==> config.mk <==
export PLATFORM = sky130hd
export DESIGN_NAME = adder_flit_injector
export DESIGN_NICKNAME = d
export VERILOG_FILES = /design/src/rtl/adder_flit_injector.sv
export SDC_FILE = /design/constraint.sdc
export NUM_CORES = 1
export LEC_CHECK = 0
export BUFFER_PORTS_ARGS = -buffer_cell sky130_fd_sc_hd__buf_2
export CORE_ASPECT_RATIO = 1.75
export CORE_MARGIN = 2
export CORE_UTILIZATION = 50
export CTS_CLUSTER_DIAMETER = 80
export CTS_CLUSTER_SIZE = 14
export DETAILED_ROUTE_END_ITERATION = 10
export GPL_ROUTABILITY_DRIVEN = 0
export GPL_TIMING_DRIVEN = 0
export PLACE_DENSITY_LB_ADDON = 0.05
export SYNTH_ARGS = -nofsm -noshare
export SYNTH_HDL_FRONTEND = slang
export SYNTH_SLANG_ARGS = --single-unit
==> constraint.sdc <==
create_clock -name clk -period 3.5 [get_ports clk]
set_input_delay 0.35 -clock clk [delete_from_list [all_inputs] [get_ports clk]]
set_output_delay 0.35 -clock clk [all_outputs]
set_load 0.05 [all_outputs]
==> src/rtl/adder_flit_injector.sv <==
// adder_flit_injector: packet-based walking-thermometer stimulus generator for the adder.
// Pattern is (fill, k): top k*STEP_BITS bits set (fill) or cleared (drain).
module adder_flit_injector #(
    parameter int N         = 26,
    parameter int STEP_BITS = 2,
    parameter int CNT_W     = 16
) (
    input  logic             clk,
    input  logic             rst,
    input  logic             start,
    input  logic             pause,
    input  logic [CNT_W-1:0] num_packets,
    input  logic [CNT_W-1:0] payload_len,
    input  logic [CNT_W-1:0] gap_len,
    output logic [N-1:0]     operand_a,
    output logic [N-1:0]     operand_b,
    output logic             flit_valid,
    output logic             busy,
    output logic             done,
    output logic [CNT_W-1:0] pkt_cnt,
    output logic [CNT_W-1:0] flit_cnt
);
    localparam int W  = 2 * N;
    localparam int G  = W / STEP_BITS;
    localparam int KW = $clog2(G + 1);
    localparam int SW = $clog2(W + 1);

    typedef enum logic [1:0] {IDLE, SEND, GAP, DONE} state_t;

    state_t           state, state_n;
    logic [CNT_W-1:0] np_q, pl_q, gl_q, np_n, pl_n, gl_n;
    logic [CNT_W-1:0] gap_cnt, gap_n, pkt_n, flit_n, pkt_inc;
    logic             fill, fill_n, fv, fv_n, adv, restart, bf, wrap;
    logic [KW-1:0]    k, k_n, bk;
    logic [SW-1:0]    sh;
    logic [W-1:0]     low, pattern;

    assign sh         = SW'(k) * SW'(STEP_BITS);
    assign low        = {W{1'b1}} >> sh;
    assign pattern    = fill ? ~low : low;
    assign operand_a  = pattern[N-1:0];
    assign operand_b  = pattern[W-1:N];
    assign flit_valid = fv & ~pause;
    assign busy       = (state == SEND) || (state == GAP);
    assign done       = state == DONE;
    assign pkt_inc    = pkt_cnt + CNT_W'(1);

    always_comb begin
        state_n = state;
        np_n    = np_q;
        pl_n    = pl_q;
        gl_n    = gl_q;
        gap_n   = gap_cnt;
        pkt_n   = pkt_cnt;
        flit_n  = flit_cnt;
        fv_n    = fv;
        adv     = 1'b0;
        restart = 1'b0;
        case (state)
            IDLE: if (start) begin
                np_n    = num_packets;
                pl_n    = payload_len;
                gl_n    = gap_len;
                pkt_n   = '0;
                flit_n  = '0;
                state_n = DONE;
                if (num_packets != '0 && payload_len != '0) begin
                    state_n = SEND;
                    restart = 1'b1;
                    adv     = 1'b1;
                    fv_n    = 1'b1;
                    flit_n  = CNT_W'(1);
                end
            end
            SEND: if (flit_cnt != pl_q) begin
                adv    = 1'b1;
                flit_n = flit_cnt + CNT_W'(1);
            end else begin
                pkt_n = pkt_inc;
                if (gl_q != '0) begin
                    state_n = GAP;
                    fv_n    = 1'b0;
                    gap_n   = CNT_W'(1);
                end else if (pkt_inc == np_q) begin
                    state_n = DONE;
                    fv_n    = 1'b0;
                end else begin
                    restart = 1'b1;
                    adv     = 1'b1;
                    flit_n  = CNT_W'(1);
                end
            end
            GAP: if (gap_cnt != gl_q) begin
                gap_n = gap_cnt + CNT_W'(1);
            end else if (pkt_cnt == np_q) begin
                state_n = DONE;
            end else begin
                state_n = SEND;
                restart = 1'b1;
                adv     = 1'b1;
                fv_n    = 1'b1;
                flit_n  = CNT_W'(1);
            end
            DONE:    state_n = IDLE;
            default: state_n = IDLE;
        endcase
        // a new packet steps from the cleared pattern (fill, k=0)
        bf     = restart | fill;
        bk     = restart ? '0 : k;
        wrap   = bk == KW'(G);
        fill_n = adv ? (wrap ? ~bf : bf) : fill;
        k_n    = adv ? (wrap ? KW'(1) : bk + KW'(1)) : k;
    end

    always_ff @(posedge clk or posedge rst) begin
        if (rst) begin
            state    <= IDLE;
            np_q     <= '0;
            pl_q     <= '0;
            gl_q     <= '0;
            gap_cnt  <= '0;
            pkt_cnt  <= '0;
            flit_cnt <= '0;
            fv       <= 1'b0;
            fill     <= 1'b1;
            k        <= '0;
        end else if (!pause) begin
            state    <= state_n;
            np_q     <= np_n;
            pl_q     <= pl_n;
            gl_q     <= gl_n;
            gap_cnt  <= gap_n;
            pkt_cnt  <= pkt_n;
            flit_cnt <= flit_n;
            fv       <= fv_n;
            fill     <= fill_n;
            k        <= k_n;
        end
    end
endmodule

* Word-level counts from Yosys, hierarchy flattened
Index checks and enable logic that the tools add are counted.
** Storage, ports and cells
- Register bits after elaboration :: 105
- Input port bits :: 52
- Output and inout port bits :: 87
- Word-level logic and storage cells :: 99
** Cells by class
- $add $sub $neg :: 4
- Equal/unequal tests :: 18
- Shift-type cells :: 1
- Multiplexer cells :: 45
- Bitwise operators :: 5
- Reduce and logical (&&, ||, !) cells :: 16
** Operator list (number)
- 2-to-1 mux 16 bit :: 11
- one-hot mux 16 bit (2 select lines) :: 2
- 2-to-1 mux 52 bit :: 1
- NOT 52 bit :: 1
- right shift 52 x 6 -> 52 bit, first input constant :: 1
- adder 16 x 1 -> 16 bit, second input constant :: 3
- one-hot mux 16 bit (3 select lines) :: 1
- nonzero test 16 bit :: 3
- == test 16 bit :: 2
- != test 16 bit :: 2
- 2-to-1 mux 1 bit :: 17
- 2-to-1 mux 2 bit :: 7
- 2-to-1 mux 5 bit :: 2
- != test 2 bit, second input constant :: 5
- AND reduction 5 bit :: 2
- one-hot mux 1 bit (3 select lines) :: 3
- one-hot mux 2 bit (4 select lines) :: 1
- AND reduction 8 bit :: 1
- AND reduction 7 bit :: 1
- != test 3 bit, second input constant :: 2
- adder 5 x 1 -> 5 bit, second input constant :: 1
- == test 5 bit, second input constant :: 1
- == test 2 bit, second input constant :: 2
- != test 2 x 1 -> 1 bit, second input constant :: 2
- 13 further kinds :: 15

* Logic depth before layout (Yosys ltp)
- Depth in word-level cells :: 9
- Mapped depth :: 15

* Least setup slack after synthesis
No wires, ideal clock.
- Path type :: reg-to-reg
- Start :: register pkt_cnt[0]
- End :: register k[1]
- Data arrival time :: 3.893 ns
- Data required time :: 3.375 ns
- Setup slack :: -0.517 ns
- Stages on the path, launching flop included :: 15
- Buffers on the path :: 0
- Clock period less this slack :: 4.017 ns
- Cells stage by stage :: dfrtp_1 -> ha_1 -> nand3_1 -> nor4_1 -> xor2_1 -> or4_4 -> or4_4 -> a21boi_4 -> nor2_1 -> nor2b_1 -> ha_1 -> nand2_1 -> nor3_1 -> a21oi_1 -> mux2_2
** On the way
- Longest elaborated chain between the ends :: 9
- Elaborated cells on any way between the ends :: 16
** Ends and longest elaborated chain
- start, declared :: line 20 : output logic [CNT_W-1:0] pkt_cnt,
- start signal, assigned :: line 133 : pkt_cnt <= pkt_n;
- adder 16 x 1 -> 16 bit :: line 46 : assign pkt_inc = pkt_cnt + CNT_W'(1);
- == test 16 bit :: line 84 : end else if (pkt_inc == np_q) begin
- 2-to-1 mux 1 bit :: line 84
- 2-to-1 mux 1 bit :: line 80 : if (gl_q != '0) begin
- 2-to-1 mux 1 bit :: line 75 : SEND: if (flit_cnt != pl_q) begin
- one-hot mux 1 bit (3 select lines) :: line 59 : case (state)
- 2-to-1 mux 5 bit :: line 109 : bk = restart ? '0 : k;
- adder 5 x 1 -> 5 bit / == test 5 bit (equally long branches) :: line 112, 110
- 2-to-1 mux 5 bit :: line 112 : k_n = adv ? (wrap ? KW'(1) : bk + KW'(1)) : k;
- end signal, assigned :: line 137 : k <= k_n;
- end, declared :: line 34 : logic [KW-1:0] k, k_n, bk;
Parallel ways exist; a longest one is shown, timed or not.
A chain may end at the register's enable or synchronous reset.

* Worst setup path after layout
- Start :: register pkt_cnt[3]
- End :: register k[3]
The elaborated chain is that of the path after synthesis.

==> impl_metrics.tcl <==
set metrics [dict create \
    status "finished, violations left" \
    failed_checks "setup timing" \
    cts_made_buffers 9 \
    drt-initial-drc-count 279 \
    synth_top_area_cell "dfrtp_1" \
    synth_cells 688 \
    grt_use_met1_pct 27.91 \
    place_inst 998 \
    dp_hpwl_mm 13.10 \
    gr-total-overflow 0 \
    cts_tree "yes" \
    fillers 1154 \
    drive_gt1_share_pct 38.84 \
    synth_ff_type "dfrtp_1" \
    tightest_slew_ns 0.7153 \
    route.detailed.drc 0 \
    ant_nets 0 \
    placementRows 55 \
    wire_per_inst_um 17.01 \
    crit_type "register to register" \
    yosys_warnings 0 \
    final_cells 1054 \
    p_leak_nw 3.750 \
    crit_path_end_kind "register" \
    antenna_found_initial 0 \
    hold_viol 0 \
    met3_usage_pct 3.659 \
    crit_top_cell "or4_4" \
    die_h_um 156.4 \
    fin_setup_tns_ns -0.4817 \
    pin_count 139 \
    ctsLongestPathBuffers 2 \
    vias 5934 \
    grt_max_degree 68 \
    rsz0062_at_grt "yes" \
    portBuffers 138 \
    cp_top_family "simple AND/OR/NAND/NOR gates" \
    grt_pass1_vias 5968 \
    crit_path_start_kind "register" \
    async_reset_ff_share_pct 100.0 \
    dr.pass1.iters 5 \
    hold_path.class "input port to async pin" \
    clock.fmax_ghz 0.2744 \
    fin_hold_ws_ns 0.02286 \
    setup_slack_ns -0.1446 \
    fin_skew_ns 0.01718 \
    slowest_stage "or4_4" \
    grtUsageTotal_pct 25.27 \
    core_region_area_sq_mm 0.01294 \
    areaGrowthSynthToFinish_pct 26.45 \
    die_w_um 91.10 \
    cts_root_buf "clkbuf_16" \
    seq_area_frac_synth_pct 39.60 \
    cpPeakStageDelay_ns 0.58 \
    slew_violations 0 \
    synth_top_area_share_pct 39.21 \
    critPathBufInv 1 \
    synth_top_cells_by_area "dfrtp_1 39%, mux2_2 8.5%, xor2_1 6.6%" \
    reg2reg_slack_ns -0.14 \
    ctsHoldBuffers 0 \
    worstPathCellList "nand4_4 > or4_4 > and2_4 > or4_4 > or4_4 > a21boi_4 > nor2_2 > nor2b_2 > ha_4 > nand2_4 > nor2_4 > nand2_2 > buf_6 > nand4_1 > o221ai_1" \
    synth_edf_count 0 \
    clk_latency_ns 0.37 \
    cts_max_level 3 \
    start_util_pct 51.31 \
    layout.nets 939 \
    crit_path_max_fanout 3 \
    utilization_pct 64.87 \
    synth-seq-cells 105 \
    ys_types 69 \
    grt_use_met2_pct 48.43 \
    gr-max-usage-layer "met2" \
    cap_violations 0 \
    power_density_mw_per_mm2 886.4 \
    synth_area_per_cell_sq_um 9.648 \
    irDropWorstVdd_v 0.0005733 \
    syn_area_sq_mm 0.006638 \
    cts_sinks 105 \
    grt_pass1_wl_mm 29.02 \
    synth_nets 749 \
    wl_mm 17.93 \
    min_period_ns 3.645 \
    cp_data_arrival_time_ns 3.85 \
    cp.required_ns 3.71 \
    finalSetupViolCount 6 \
    n_antenna_cell 0 \
    fp.dieArea_sq_mm 0.01425 \
    period_share_pct 104.1 \
    slew_headroom_pct 52.31 \
    drt-vias-per-instance 5.630 \
    clk_pin_slew_ns 0.09 \
]
sequential cells by signal, indices dropped and copies added (netlist names), 2 cells and up:
register / count
flit_cnt: 16
gap_cnt: 16
gl_q: 16
np_q: 16
pkt_cnt: 16
pl_q: 16
k: 5
state: 2
where the power goes:
part	switching [mW]	internal [mW]	leakage (nW)
sequential	0.399	1.60	1.31
clock	0.504	0.496	0.131
combinational	2.88	1.56	2.31
cell usage after synthesis (19+ instances only):
master	number
nand4_1	19
nor2_1	50
o21ai_0	24
a31oi_1	23
inv_1	20
nand3_1	25
xnor2_1	48
dfrtp_1	104
nand2_1	40
xor2_1	50
mux2_2	50
buf_4	30
nor4_1	21
per-stage QoR:
stage	setup slack, ns	power [mW]	area (sq um)
after floorplan	-0.2692	5.332	6696
after global placement	-1.150	6.162	7601
after detailed placement	-0.4568	6.239	7631
after CTS	-0.09793	7.372	8265
after global routing	-0.2615	7.839	8393
final	-0.1446	7.440	8393
path summary, 6_finish.rpt:
check | startpoint | cells after the start | end
hold / removal | rst | 2 | np_q[14]$_DFFE_PP0P_
min in group clk | gap_len[2] | 2 | gl_q[2]$_DFFE_PP0P_
hold reg to reg | pkt_cnt[10]$_DFFE_PP0P_ | 1 | pkt_cnt[10]$_DFFE_PP0P_
setup reg to reg | pkt_cnt[3]$_DFFE_PP0P_ | 15 | k[3]$_DFFE_PP0P_
max in group asynchronous | rst | 3 | fill$_DFFE_PP1P_
setup / recovery | pkt_cnt[3]$_DFFE_PP0P_ | 15 | k[3]$_DFFE_PP0P_
cell families after synthesis:
family	share of synthesized area, %
AND/OR/NAND/NOR	17.64
AO/OA/AOI/OAI	12.69
flip-flops	39.60
XOR/XNOR	12.93
buffers and inverters	6.730
multiplexers	8.709
adder cells (fa/ha/maj)	1.697
final cells by class:
class                           instances  area, sq um  share of cell area [%]
Inverter                               20        77.57                  0.9243
Clock buffer                            9        225.2                   2.683
Timing Repair Buffer                  188         1101                   13.12
Sequential cell                       105         2646                   31.53
Buffer                                 55        320.3                   3.816
Multi-Input combinational cell        499         3749                   44.66
Clock inverter                          7        60.06                  0.7156
Tap cell                              171        214.0                   2.549
repair_timing:
action | CTS | global route
setup buffers | 40 | 11
pin swaps | 17 | 18
setup endpoints to repair | 6 | 10
gates resized for setup | 21 | 18
metal layers:
metal / part of all wire [%] / vias up
met5: 0 / -
met4: 2.5 / 0
met3: 4.4 / 40
met2: 55 / 201
met1: 38 / 2878
li1: - / 2815
layout by cell type, fill, tap and decap left out, types with 20 or more instances in the layout:
cell type / synthesis / layout
a31oi_1: 23 / 23
buf_2: 6 / 139
buf_4: 30 / 71
dfrtp_1: 104 / 90
mux2_2: 50 / 49
nand2_1: 40 / 38
nand3_1: 25 / 22
nor2_1: 50 / 47
nor4_1: 21 / 20
o21ai_0: 24 / 22
xnor2_1: 48 / 46
xor2_1: 50 / 50
Power figures use the tool's default switching activity.
